File: config.mk
export PLATFORM = sky130hd
export DESIGN_NAME = adc_sample_receiver_flat
export DESIGN_NICKNAME = d
export VERILOG_FILES = /design/src/rtl/adc_rx_pkg.sv /design/src/rtl/adc_sample_receiver_if.sv /design/src/rtl/adc_rx_fifo.sv /design/src/rtl/adc_sample_receiver.sv /design/src/flat_wrapper.sv
export SDC_FILE = /design/constraint.sdc
export NUM_CORES = 1
export LEC_CHECK = 0
export ABC_AREA = 1
export BUFFER_PORTS_ARGS = -buffer_cell sky130_fd_sc_hd__buf_2
export CORE_ASPECT_RATIO = 1.2
export CORE_UTILIZATION = 38
export CTS_CLUSTER_DIAMETER = 60
export DETAILED_ROUTE_END_ITERATION = 8
export PLACE_DENSITY_LB_ADDON = 0.25
export REMOVE_ABC_BUFFERS = 1
export SYNTH_ARGS = -nofsm -noshare
export SYNTH_HDL_FRONTEND = slang
export SYNTH_SLANG_ARGS = --single-unit
export TNS_END_PERCENT = 20
File: constraint.sdc
create_clock -name clock -period 3.56 [get_ports clock]
set_input_delay 0.534 -clock clock [delete_from_list [all_inputs] [get_ports clock]]
set_output_delay 0.534 -clock clock [all_outputs]
set_load 0.1 [all_outputs]
File: src/rtl/adc_rx_pkg.sv
// Shared types and constants for the I2S ADC receiver: FSM states, register map, status layout.
// No logic; the helper function only packs the status word.
// No flow control here; the users of the package own all timing.
package adc_rx_pkg;

    typedef enum logic [2:0] {
        ST_IDLE,
        ST_SYNC,
        ST_DELAY_L,
        ST_SHIFT_L,
        ST_DELAY_R,
        ST_SHIFT_R,
        ST_PUSH
    } state_t;

    localparam logic ADDR_DATA = 1'b0;
    localparam logic ADDR_CTRL = 1'b1;

    localparam int SAMPLE_W = 16;

    localparam int CTRL_ENABLE = 0;
    localparam int CTRL_CLEAR  = 1;
    localparam int CTRL_FLUSH  = 2;

    localparam int STAT_ENABLE      = 0;
    localparam int STAT_NOT_EMPTY   = 1;
    localparam int STAT_FULL        = 2;
    localparam int STAT_OVERFLOW    = 3;
    localparam int STAT_FRAME_ERR   = 4;
    localparam int STAT_OVF_CNT_LSB = 8;
    localparam int STAT_LEVEL_LSB   = 16;

    function automatic logic [31:0] pack_status(
        input logic        enable,
        input logic        not_empty,
        input logic        full,
        input logic        overflow,
        input logic        frame_err,
        input logic [7:0]  ovf_cnt,
        input logic [15:0] level
    );
        logic [31:0] s;
        s                           = '0;
        s[STAT_ENABLE]              = enable;
        s[STAT_NOT_EMPTY]           = not_empty;
        s[STAT_FULL]                = full;
        s[STAT_OVERFLOW]            = overflow;
        s[STAT_FRAME_ERR]           = frame_err;
        s[STAT_OVF_CNT_LSB +: 8]    = ovf_cnt;
        s[STAT_LEVEL_LSB +: 16]     = level;
        return s;
    endfunction

endpackage

File: src/rtl/adc_sample_receiver_if.sv
// Avalon-MM slave bus of the ADC receiver: word address 0 = sample data, 1 = control/status.
// Zero read latency: readdata is valid in the same cycle as read.
// No waitrequest; the slave never stalls the master.
interface adc_sample_receiver_if;
    logic        address;
    logic        read;
    logic        write;
    logic [31:0] writedata;
    logic [31:0] readdata;

    modport master (
        output address, read, write, writedata,
        input  readdata
    );

    modport slave (
        input  address, read, write, writedata,
        output readdata
    );
endinterface

File: src/rtl/adc_rx_fifo.sv
// Generic synchronous FIFO with push/pop/flush and full/empty/level reporting.
// Head word is combinational (zero read latency); push to level/empty visible next cycle.
// Push on full is refused unless a pop happens in the same cycle.
module adc_rx_fifo #(
    parameter int DEPTH = 4,
    parameter int WIDTH = 32
) (
    input  logic                       clock,
    input  logic                       reset,
    input  logic                       push_i,
    input  logic [WIDTH-1:0]           push_dat_i,
    input  logic                       pop_i,
    input  logic                       flush_i,
    output logic [WIDTH-1:0]           head_dat_o,
    output logic                       full_o,
    output logic                       empty_o,
    output logic [$clog2(DEPTH):0]     level_o
);
    localparam int AW = $clog2(DEPTH);
    localparam logic [AW:0] FULL_CNT = DEPTH[AW:0];

    logic [WIDTH-1:0] mem_q [DEPTH];
    logic [AW-1:0]    wr_ptr_q;
    logic [AW-1:0]    rd_ptr_q;
    logic [AW:0]      cnt_q;
    logic             do_push;
    logic             do_pop;

    assign empty_o    = (cnt_q == '0);
    assign full_o     = (cnt_q == FULL_CNT);
    assign level_o    = cnt_q;
    assign head_dat_o = mem_q[rd_ptr_q];

    // A pop in the same cycle frees the slot a full-FIFO push needs.
    assign do_pop  = pop_i && !empty_o && !flush_i;
    assign do_push = push_i && (!full_o || do_pop) && !flush_i;

    always_ff @(posedge clock or negedge reset) begin
        if (!reset) begin
            wr_ptr_q <= '0;
            rd_ptr_q <= '0;
            cnt_q    <= '0;
        end else if (flush_i) begin
            wr_ptr_q <= '0;
            rd_ptr_q <= '0;
            cnt_q    <= '0;
        end else begin
            if (do_push) wr_ptr_q <= wr_ptr_q + 1'b1;
            if (do_pop)  rd_ptr_q <= rd_ptr_q + 1'b1;
            case ({do_push, do_pop})
                2'b10:   cnt_q <= cnt_q + 1'b1;
                2'b01:   cnt_q <= cnt_q - 1'b1;
                default: ;
            endcase
        end
    end

    always_ff @(posedge clock) begin
        if (do_push) mem_q[wr_ptr_q] <= push_dat_i;
    end

endmodule

File: src/rtl/adc_sample_receiver.sv
// I2S ADC receiver: 16-bit stereo frames into a FIFO read over Avalon-MM; ADC_RX_OVF_COUNT_EN adds a drop counter.
// Latency: push a few clocks after the closing lrck fall (synchronizer), sample_ready 1 clock after push, readdata combinational.
// Backpressure: none toward the codec; frames arriving at a full FIFO are dropped and flagged.
module adc_sample_receiver
    import adc_rx_pkg::*;
#(
    parameter int FIFO_DEPTH = 4
) (
    input  logic                  clock,
    input  logic                  reset,
    adc_sample_receiver_if.slave  avs,
    input  logic                  bclk,
    input  logic                  lrck,
    input  logic                  adcdat,
    output logic                  sample_ready
);
    localparam int AW = $clog2(FIFO_DEPTH);

    logic bclk_meta_q, bclk_sync_q, bclk_prev_q;
    logic lrck_meta_q, lrck_sync_q, lrck_prev_q;
    logic adat_meta_q, adat_sync_q;
    logic bclk_rise, lrck_rise, lrck_fall, lrck_edge;

    state_t              state_q;
    logic [3:0]          bit_cnt_q;
    logic                done_q;
    logic [SAMPLE_W-1:0] left_q;
    logic [SAMPLE_W-1:0] right_q;
    logic                push_q;
    logic                ferr_evt_q;

    logic        enable_q;
    logic        overflow_q;
    logic        frame_err_q;
    logic [7:0]  ovf_cnt;

    logic        wr_ctrl, clear, flush, rd_data, pop_ok, drop;
    logic [31:0] head_dat;
    logic        fifo_full, fifo_empty;
    logic [AW:0] fifo_level;
    logic        unused_wdat;

    always_ff @(posedge clock or negedge reset) begin
        if (!reset) begin
            bclk_meta_q <= 1'b0;
            bclk_sync_q <= 1'b0;
            bclk_prev_q <= 1'b0;
            lrck_meta_q <= 1'b0;
            lrck_sync_q <= 1'b0;
            lrck_prev_q <= 1'b0;
            adat_meta_q <= 1'b0;
            adat_sync_q <= 1'b0;
        end else begin
            bclk_meta_q <= bclk;
            bclk_sync_q <= bclk_meta_q;
            bclk_prev_q <= bclk_sync_q;
            lrck_meta_q <= lrck;
            lrck_sync_q <= lrck_meta_q;
            lrck_prev_q <= lrck_sync_q;
            adat_meta_q <= adcdat;
            adat_sync_q <= adat_meta_q;
        end
    end

    // adcdat runs through the same depth as bclk, so it lines up with the detected rise.
    assign bclk_rise = bclk_sync_q & ~bclk_prev_q;
    assign lrck_rise = lrck_sync_q & ~lrck_prev_q;
    assign lrck_fall = ~lrck_sync_q & lrck_prev_q;
    assign lrck_edge = lrck_sync_q ^ lrck_prev_q;

    always_ff @(posedge clock or negedge reset) begin
        if (!reset) begin
            state_q    <= ST_IDLE;
            bit_cnt_q  <= '0;
            done_q     <= 1'b0;
            left_q     <= '0;
            right_q    <= '0;
            push_q     <= 1'b0;
            ferr_evt_q <= 1'b0;
        end else begin
            push_q     <= 1'b0;
            ferr_evt_q <= 1'b0;
            if (!enable_q) begin
                state_q <= ST_IDLE;
            end else begin
                case (state_q)
                    ST_IDLE: state_q <= ST_SYNC;
                    ST_SYNC: if (lrck_fall) state_q <= ST_DELAY_L;
                    ST_DELAY_L, ST_DELAY_R: begin
                        if (lrck_edge) begin
                            state_q    <= ST_SYNC;
                            ferr_evt_q <= 1'b1;
                        end else if (bclk_rise) begin
                            state_q   <= (state_q == ST_DELAY_L) ? ST_SHIFT_L : ST_SHIFT_R;
                            bit_cnt_q <= '0;
                            done_q    <= 1'b0;
                        end
                    end
                    ST_SHIFT_L: begin
                        if (lrck_edge) begin
                            if (done_q && lrck_rise) begin
                                state_q <= ST_DELAY_R;
                            end else begin
                                state_q    <= ST_SYNC;
                                ferr_evt_q <= 1'b1;
                            end
                        end else if (bclk_rise && !done_q) begin
                            left_q    <= {left_q[SAMPLE_W-2:0], adat_sync_q};
                            bit_cnt_q <= bit_cnt_q + 4'd1;
                            done_q    <= (bit_cnt_q == 4'd15);
                        end
                    end
                    ST_SHIFT_R: begin
                        if (lrck_edge) begin
                            if (done_q && lrck_fall) begin
                                state_q <= ST_PUSH;
                                push_q  <= 1'b1;
                            end else begin
                                state_q    <= ST_SYNC;
                                ferr_evt_q <= 1'b1;
                            end
                        end else if (bclk_rise && !done_q) begin
                            right_q   <= {right_q[SAMPLE_W-2:0], adat_sync_q};
                            bit_cnt_q <= bit_cnt_q + 4'd1;
                            done_q    <= (bit_cnt_q == 4'd15);
                        end
                    end
                    ST_PUSH: begin
                        // The lrck fall that closed the frame also opens the next left half.
                        if (bclk_rise) begin
                            state_q   <= ST_SHIFT_L;
                            bit_cnt_q <= '0;
                            done_q    <= 1'b0;
                        end else begin
                            state_q <= ST_DELAY_L;
                        end
                    end
                    default: state_q <= ST_IDLE;
                endcase
            end
        end
    end

    assign wr_ctrl = avs.write && (avs.address == ADDR_CTRL);
    assign clear   = wr_ctrl && avs.writedata[CTRL_CLEAR];
    assign flush   = wr_ctrl && avs.writedata[CTRL_FLUSH];
    assign rd_data = avs.read && (avs.address == ADDR_DATA);
    assign pop_ok  = rd_data && !fifo_empty;
    assign drop    = push_q && fifo_full && !pop_ok && !flush;

    assign unused_wdat = ^avs.writedata[31:3];

    adc_rx_fifo #(
        .DEPTH (FIFO_DEPTH),
        .WIDTH (32)
    ) u_fifo (
        .clock      (clock),
        .reset      (reset),
        .push_i     (push_q),
        .push_dat_i ({left_q, right_q}),
        .pop_i      (rd_data),
        .flush_i    (flush),
        .head_dat_o (head_dat),
        .full_o     (fifo_full),
        .empty_o    (fifo_empty),
        .level_o    (fifo_level)
    );

    always_ff @(posedge clock or negedge reset) begin
        if (!reset) begin
            enable_q    <= 1'b0;
            overflow_q  <= 1'b0;
            frame_err_q <= 1'b0;
        end else begin
            if (wr_ctrl) enable_q <= avs.writedata[CTRL_ENABLE];
            if (clear) begin
                overflow_q  <= 1'b0;
                frame_err_q <= 1'b0;
            end else begin
                if (drop)       overflow_q  <= 1'b1;
                if (ferr_evt_q) frame_err_q <= 1'b1;
            end
        end
    end

`ifdef ADC_RX_OVF_COUNT_EN
    logic [7:0] ovf_cnt_q;

    always_ff @(posedge clock or negedge reset) begin
        if (!reset) begin
            ovf_cnt_q <= '0;
        end else if (clear) begin
            ovf_cnt_q <= '0;
        end else if (drop && (ovf_cnt_q != 8'hFF)) begin
            ovf_cnt_q <= ovf_cnt_q + 8'd1;
        end
    end

    assign ovf_cnt = ovf_cnt_q;
`else
    assign ovf_cnt = 8'd0;
`endif

    assign sample_ready = !fifo_empty;

    always_comb begin
        avs.readdata = '0;
        if (avs.read) begin
            if (avs.address == ADDR_DATA) begin
                if (!fifo_empty) avs.readdata = head_dat;
            end else begin
                avs.readdata = pack_status(enable_q, !fifo_empty, fifo_full, overflow_q,
                                           frame_err_q, ovf_cnt, 16'(fifo_level));
            end
        end
    end

endmodule

File: src/flat_wrapper.sv
// flat-port wrapper written by rule: the top's interface ports become plain ports
module adc_sample_receiver_flat import adc_rx_pkg::*;
#(
    parameter int FIFO_DEPTH = 4
)
  (clock, reset, bclk, lrck, adcdat, sample_ready, avs_address, avs_read, avs_write, avs_writedata, avs_readdata);
  adc_sample_receiver_if avs_i ();
  input  logic clock;
  input  logic reset;
  input  logic bclk;
  input  logic lrck;
  input  logic adcdat;
  output logic sample_ready;
  input wire logic [$bits(avs_i.address)-1:0] avs_address;
  input wire logic [$bits(avs_i.read)-1:0] avs_read;
  input wire logic [$bits(avs_i.write)-1:0] avs_write;
  input wire logic [$bits(avs_i.writedata)-1:0] avs_writedata;
  output wire logic [$bits(avs_i.readdata)-1:0] avs_readdata;
  assign avs_i.address = avs_address;
  assign avs_i.read = avs_read;
  assign avs_i.write = avs_write;
  assign avs_i.writedata = avs_writedata;
  assign avs_readdata = avs_i.readdata;
  adc_sample_receiver #(.FIFO_DEPTH(FIFO_DEPTH)) u_core (.clock(clock), .reset(reset), .avs(avs_i), .bclk(bclk), .lrck(lrck), .adcdat(adcdat), .sample_ready(sample_ready));
endmodule
After elaboration in Yosys (flattened, before gate mapping)
Memories as Yosys holds them, arrays and structs flattened.
Cells that the tools add are included.

storage, ports and cells
  register bits after elaboration = 60
  bits in writable memories = 128
  bits of input ports = 40
  output and inout port bits = 33
  word-level logic and storage cells = 134
  memories = 1

memory list
  name                 depth  width  read ports  clocked after Yosys merged registers in  wr ports  RTL line           RTL
  u_core.u_fifo.mem_q  4      32     1           0                                        1         adc_rx_fifo.sv:22  logic [WIDTH-1:0] mem_q [DEPTH];

operators by class
  add/subtract/negate cells = 5
  equality and inequality tests = 17
  mux-type cells = 47
  bitwise logic cells = 9
  reduce and logical (&&, ||, !) cells = 34

operator list
  operator             number
  $mux 32              3
  $mux 3               10
  $mux 1               21
  $pmux 3 s6           1
  $mux 4               4
  $logic_and 1x1->1    14
  $eq 3x3->1 const B   4
  $pmux 4 s3           1
  $reduce_and 4->1     3
  $ne 3x2->1 const B   3
  $mux 2               4
  $reduce_bool 2->1    4
  $eq 3x2->1 const B   2
  $logic_not 3->1      2
  $pmux 1 s3           2
  $pmux 3 s2           1
  $reduce_bool 3->1    2
  $logic_not 1->1      5
  $not 1->1            5
  $reduce_and 5->1     1
  $add 2x1->2 const B  2
  $add 4x1->4 const B  1
  $eq 4x4->1 const B   1
  $ne 2x2->1 const B   2
  other kinds (11)     14

Logic depth before layout (Yosys ltp)
Gate-level depths: netlist of the first run.

  depth after elaboration = 10
  gate-level depth with buffers = 11

Modules after synthesis
Synthesis of the first run repeated with hierarchy kept, for this count alone.

unflattened totals
  cells, all modules = 737
  area, all modules = 7991.4 um^2

by module, submodules not included
  module               times used  cells an instance  area each (um^2)
  adc_rx_fifo          1           382                5275.1
  adc_sample_receiver  1           355                2716.4

Worst setup path before layout of the first run
No wires, ideal clock.

  kind = reg-to-output
  start = register u_core.u_fifo.cnt_q[0], in the netlist u_core.u_fifo.level_o[0]
  end = output avs_readdata[3]
  arrival time = 3507 ps
  required time = 3026 ps
  slack = -481 ps
  cell stages (with the launch flop) = 6
  path buffers = 1
  cells stage by stage = dfrtp_1 > inv_1 > nand3_2 > nand2_1 > buf_2 > o31ai_1

on the way
  longest elaborated chain between the ends = 4

ends and longest elaborated chain
  element                 RTL line                    RTL
  from (decl)             adc_rx_fifo.sv:25           logic [AW:0] cnt_q;
  from (signal assigned)  adc_rx_fifo.sv:51           2'b10: cnt_q <= cnt_q + 1'b1;
  from (signal assigned)  adc_rx_fifo.sv:52           2'b01: cnt_q <= cnt_q - 1'b1;
  $logic_not 3->1         adc_rx_fifo.sv:29           assign empty_o = (cnt_q == '0);
  $mux 32                 adc_sample_receiver.sv:210  if (!fifo_empty) avs.readdata = head_dat;
  $mux 32                 adc_sample_receiver.sv:209  if (avs.address == ADDR_DATA) begin
  $mux 32                 adc_sample_receiver.sv:208  if (avs.read) begin
  to (decl)               flat_wrapper.sv:18          output wire logic [$bits(avs_i.readdata)-1:0] avs_readdata;

Every way passes these cells.

Worst setup path in the final report of the first run
  start = register u_core.u_fifo.rd_ptr_q[0]
  end = output avs_readdata[2]

on the way
  longest elaborated chain between the ends = 4

ends and longest elaborated chain
  element                 RTL line                    RTL
  from (decl)             adc_rx_fifo.sv:24           logic [AW-1:0] rd_ptr_q;
  from (signal assigned)  adc_rx_fifo.sv:49           if (do_pop) rd_ptr_q <= rd_ptr_q + 1'b1;
  $mem_v2 4x32            --
  $mux 32                 adc_sample_receiver.sv:210
  $mux 32                 adc_sample_receiver.sv:209
  $mux 32                 adc_sample_receiver.sv:208

Every way passes these cells.

==> flow_summary_export.csv, run 1 <==
group,metric,value,unit
timing,fmax,0.332,GHz
timing,fin_skew,0.00464,ns
synthesis,synth_area_leader_cell,"edfxtp_1",
synthesis,syn_area_per_cell,10.9,µm²
global_routing,grt_start_max_net_pins,66,
drt,wirelength,15800,µm
placed_design,dp_hpwl,9160,µm
setup_path,crit_path_end,"avs_readdata[2]",
synthesis,yosysSeqAreaShare,67.4,%
timing,finalMaxSlewViolations,0,
placed_design,portBuffers,43,
synthesis,synth_seq_cells,188,
drt,dr.pass1.iters,6,
timing,setup_viol,0,
synthesis,synth_area_leaders,"edfxtp_1 (48%), dfrtp_1 (19%), nor2_1 (6.3%), nand2_1 (5.9%), o21ai_0 (5.0%)",
global_routing,antenna_found_initial,0,
timing,fin_crit_sh,84.5,%
setup_path,path_class,"flip-flop to primary output",
power_and_ir_drop,power.density,665,nW/µm²
synthesis,synth_common_cells,"nor2_1 (133), edfxtp_1 (128), nand2_1 (125)",
synthesis,yosys_warnings,0,
timing,setup_ws,0.551,ns
drt,drtAntennaViolNets,0,
drt,vias_per_cell,4.94,
layout,fin_nets,818,
global_routing,overflow,0,
clock_tree,clk_latency,0.43,ns
drt,drc,0,
timing,tightestPinTransition,0.717,ns
clock_tree,hold_buffers,0,
floorplan,die_area,21400,µm²
synthesis,yosys.area.top_type_share,48.5,%
timing,holdWs,0.0857,ns
layout,synthToLayoutAreaGrowth,19.8,%
floorplan,num_io_pins,73,
layout,diodes,0,
timing,finalHoldViolCount,0,
placed_design,placedInstanceArea,8870,µm²
clock_tree,cts_buffers,17,
floorplan,die_width,134,µm
setup_path,arrival,2.47,ns
clock_tree,cts.clk_slew.worst_paths,0.06,ns
clock_tree,cts_setup_buffers,0,
power_and_ir_drop,peakVddDrop,0.500,mV
floorplan,rows,57,
clock_tree,cts_tree,"yes",
clock_tree,cts_root_buffer,"clkbuf_16",
hold_path,min_path_type,"input port to asynchronous set/reset pin",
setup_path,path_max_fanout,65,
floorplan,fp.dieH,160,µm
placed_design,place_inst,1015,
global_routing,grt_pass1_vias,5012,
synthesis,post-synth-top-count-cell,"nor2_1",
synthesis,syn_inst,728,
floorplan,initial_core_util,39.0,%
setup_path,worstSetupStartpointType,"flip-flop",
global_routing,track_usage,15.9,%
synthesis,async_flop_share,31.9,%
clock_tree,ctsResizeCount,0,
layout,postLayoutCellArea,9500,µm²
synthesis,synth_edf_count,128,
layout,layoutNonFillerInstCount,1047,
synthesis,ys.flop_type,"edfxtp_1",
setup_path,critPathRequiredTime,3.03,ns
placed_design,dp_slack,0.824,ns
setup_path,worstReg2RegEnd,"u_core.u_fifo.level_o[2]",
placed_design,routabilityCongestion,0.840,
setup_path,r2r_cells,11,
setup_path,cp-startpoint,"u_core.u_fifo.rd_ptr_q[0]",
clock_tree,clock_sink_count,188,
floorplan,coreArea,20300,µm²
timing,slew_headroom,52.2,%
timing,rsz0062_at_grt,"false",
job,maxCapViolCount,0,
timing,min_period,3.01,ns
power_and_ir_drop,power.leakage,0.00401,µW
outcome,status,"complete, no violations",
drt,num_vias,5168,
clock_tree,clock_path_buffers,2,
drt,wl_per_cell,15.1,µm
layout,drive_gt1_share,15.1,%
global_routing,grt_pass1_wl,26100,µm
setup_path,end_kind,"primary output",
setup_path,r2r-start,"u_core.u_fifo.level_o[0]",
synthesis,synth_area,7930,µm²
setup_path,ff2ff_setup_slack,1.08,ns
drt,first_iter_violations,374,
synthesis,ys_types,35,
clock_tree,htree_levels,4,
per-layer routing:
metal	wire, µm	part of all wire [%]	track usage [%]	vias up
li1	-	-	-	2553
met1	7070	45	20.3	2468
met2	7890	50	26.6	116
met3	569	3.6	2.92	31
met4	318	2.0	6.04	0
met5	0	0	0	-
metrics by stage:
step,total power (µW),util (%),TNS [ns]
2_1_floorplan,3740,-,-12.45
3_5_place_dp,4410,43.7,0
6_report,6310,46.7,0
4_1_cts,6370,46.7,0
3_3_place_gp,4390,43.7,0
5_1_grt,6620,46.7,0
registers in the layout, indices dropped and copies added, names as in the netlist, 2 cells and up:
name	flops
u_core.u_fifo.rd_ptr_q	2
u_core.left_q	16
u_core.u_fifo.mem_q	128
u_core.u_fifo.level_o	3
u_core.right_q	16
u_core.u_fifo.wr_ptr_q	2
u_core.bit_cnt_q	4
u_core.state_q	3
how the worst min path moves through the flow:
stage / to / slack [ns]
after floorplan: u_core.adat_meta_q / 0.24
after detailed placement: u_core.adat_sync_q / 0.33
after global routing: u_core.bit_cnt_q[3] / 0.11
after global placement: u_core.adat_sync_q / 0.34
final: u_core.bit_cnt_q[3] / 0.09
after CTS: u_core.bit_cnt_q[3] / 0.09
area by class of cell:
cell class	count	area [µm²]
Clock buffer	18	429
Sequential cell	188	5350
Inverter	46	175
Tap cell	265	332
Clock inverter	14	193
Multi-Input combinational cell	461	2250
Timing Repair Buffer	55	768
Fill cell	1850	10800
worst max-delay path: stages (launching register included):
cell	delay (ns)
dfrtp_2	0.37
buf_4	0.59
o21ai_0	0.19
o22ai_1	0.27
nand2_1	0.09
nand2_1	0.09
buf_2	0.43
cells by family (layout without fill, tap and decap cells):
kind of cell    count (synthesis)  in the layout  synth area share (%)
fa+ha+maj                       9              9                  1.52
simple gates                  324            324                  17.7
flops                         188            188                  67.4
xor+xnor                        1              1                 0.110
compound gates                127            127                  8.68
buf+inv                        79            133                  4.53
layout by cell type (no fill, tap or decap), types with 2 or more instances in the layout:
cell	synthesis	final
o22ai_1	7	7
buf_2	15	13
nand3_1	41	41
bufinv_16	0	4
nand2_4	2	2
nand2_1	125	125
o21ai_0	79	79
a21oi_2	2	2
nand3_4	3	3
dfrtp_1	60	59
nand4_1	7	7
clkinv_2	0	2
buf_12	0	31
nor2_8	2	2
inv_1	40	40
buf_4	3	11
a21oi_1	30	30
nor3_1	3	3
clkbuf_16	0	17
nand3_2	2	2
inv_6	0	2
clkinvlp_4	0	3
inv_2	5	5
nor2_1	133	129
o21ai_2	4	4
nor2_4	0	4
nand2_2	4	4
edfxtp_1	128	128
ha_1	8	8
clkinv_4	0	2
power breakdown:
part	total [µW]	switching, µW	internal, µW
sequential	2430	54.8	2370
clock	1970	790	1180
combinational	1920	1360	561
Note: power is estimated with default switching activity, not from simulation.
==> run 2, diff against run 1 <==
==> constraint.sdc (replaced) <==
create_clock -name clock -period 2.55 [get_ports clock]
set_input_delay 0.3825 -clock clock [delete_from_list [all_inputs] [get_ports clock]]
set_output_delay 0.3825 -clock clock [all_outputs]
set_load 0.1 [all_outputs]
==> flow_summary_export.csv, run 2 (synthesis results as in run 1) <==
group,metric,value,unit
outcome,status,"complete, no violations",
global_routing,antenna_found_initial,0,
layout,final-seq-area,5350,µm²
layout,postLayoutCellArea,9630,µm²
global_routing,grt_pass1_wl,26200,µm
clock_tree,clock_sink_count,188,
global_routing,grt_start_max_net_pins,66,
layout,fin_nets,823,
layout,final_cell_mix,"nor2_1 (129), edfxtp_1 (128), nand2_1 (125)",
drt,vias_per_cell,4.87,
clock_tree,clk_latency,0.42,ns
placed_design,dp_slack,0.306,ns
global_routing,grt_pass1_vias,4985,
global_routing,overflow,0,
global_routing,use_met3,2.89,%
layout,synthToLayoutAreaGrowth,21.4,%
timing,setup_viol,0,
timing,fin_crit_sh,94.4,%
setup_path,critPathRequiredTime,2.17,ns
clock_tree,cts_buffers,17,
timing,finalHoldViolCount,0,
clock_tree,clock_path_buffers,2,
timing,finalMaxSlewViolations,0,
job,maxCapViolCount,0,
layout,multi_input_area,2260,µm²
global_routing,grt_use_met1,20.2,%
layout,num-fill-cells,1857,
global_routing,grt.busiest_layer,"met2",
layout,layout_commonest_cell,"nor2_1",
setup_path,slowest_stage,"dfrtp_2",
timing,fmax,0.416,GHz
timing,fin_skew,0.00571,ns
drt,num_vias,5121,
layout,largest_register_ffs,128,
setup_path,path_class,"flip-flop to primary output",
floorplan,rows,57,
clock_tree,cts_tree,"yes",
clock_tree,cts.clk_slew.worst_paths,0.07,ns
drt,drc,0,
drt,first_iter_violations,321,
power_and_ir_drop,finalPower,8780,µW
floorplan,num_io_pins,73,
placed_design,routabilityCongestion,0.831,
timing,slew_headroom,48.2,%
layout,drive_gt1_share,16.1,%
placed_design,dp_hpwl,9220,µm
floorplan,initial_core_util,39.0,%
setup_path,ff2ff_setup_slack,0.29,ns
floorplan,coreArea,20300,µm²
layout,diodes,0,
floorplan,die_width,134,µm
layout,top_register,"u_core.u_fifo.mem_q",
timing,rsz0062_at_grt,"false",
timing,holdWs,0.0332,ns
setup_path,crit_top_cell,"buf_12",
placed_design,placedInstanceArea,9000,µm²
floorplan,die_area,21400,µm²
global_routing,grtUsageMet2,27.0,%
drt,wirelength,15900,µm
power_and_ir_drop,power.leakage,0.00406,µW
layout,top_regs,"u_core.u_fifo.mem_q: 128 flops, u_core.left_q: 16 flops, u_core.right_q: 16 flops",
hold_path,min_path_type,"input port to asynchronous set/reset pin",
setup_path,end_kind,"primary output",
setup_path,arrival,2.02,ns
drt,dr.pass1.iters,4,
setup_path,cpPeakStageDelay,0.43,ns
drt,wl_per_cell,15.1,µm
timing,setup_ws,0.143,ns
power_and_ir_drop,power.density,912,nW/µm²
timing,tightestPinTransition,0.777,ns
setup_path,crit_path_cell_trace,"clkinv_2, buf_12, o21ai_0, a21oi_1, buf_12",
placed_design,portBuffers,43,
setup_path,path_max_fanout,48,
global_routing,track_usage,16.0,%
floorplan,fp.dieH,160,µm
clock_tree,cts_root_buffer,"clkbuf_16",
power_and_ir_drop,peakVddDrop,0.683,mV
drt,drtAntennaViolNets,0,
setup_path,worstSetupStartpointType,"flip-flop",
timing,fin_tns_setup,0,ns
clock_tree,htree_levels,4,
timing,min_period,2.41,ns
==> run 2: cell count changes in the layout (fill, tap and decap cells not counted), sizes merged <==
cell      before  now
buf           55   60
bufinv         4    1
clkbuf        18   17
clkinv         4    5
clkinvlp       4    0
inv           48   55
==> run 2: final timing paths <==
| path | from | endpoint | depth (start not counted) |
|---|---|---|---|
| worst max-delay path | u_core.u_fifo.rd_ptr_q[0] | avs_readdata[25] | 5 |
| worst min-delay path | reset | u_core.done_q | 1 |
| worst max register to register | u_core.u_fifo.level_o[0] | u_core.u_fifo.level_o[2] | 10 |
| worst min register to register | u_core.adat_meta_q | u_core.adat_sync_q | 0 |
| max in group asynchronous | reset | u_core.u_fifo.level_o[2] | 2 |
| min in group clock | bclk | u_core.bclk_meta_q | 1 |
==> run 2: metrics by stage <==
| stage | std cells | util, % |
|---|---|---|
| 3_3_place_gp | 1020 | 44.3 |
| 2_1_floorplan | 695 | - |
| 6_report | 1052 | 47.4 |
| 4_1_cts | 1052 | 47.3 |
| 5_1_grt | 1052 | 47.4 |
| 3_5_place_dp | 1020 | 44.3 |
==> run 2: area by class of cell <==
cell class                      instances  share of cell area (%)
Timing Repair Buffer                   60                    9.41
Tap cell                              265                    3.44
Clock inverter                         15                    1.82
Multi-Input combinational cell        461                    23.5
Inverter                               46                    1.83
Clock buffer                           17                    4.42
Sequential cell                       188                    55.5
==> run 2: what timing repair did <==
item	CTS	global route
buffers inserted	0	0
gates resized for setup	1	6
gates cloned	0	0
endpoints found under the setup margin	1	18
hold buffers	0	0
==> run 2: routing by layer <==
metal,up-vias,part of all wire [%]
met3,21,2.9
met5,-,0
li1,2569,-
met2,83,50
met4,0,1.9
met1,2448,45
==> run 2: critical path, delay by kind of cell, from the launching register on <==
family	cells	cell delay, ns
buf+inv	3	0.70
compound gates	2	0.45
flops	1	0.43
==> run 2: power by group <==
group	internal (µW)	switching, µW	leakage, µW
clock	1410	1230	0.000296
sequential	3310	82.1	0.00216
combinational	844	1910	0.00161
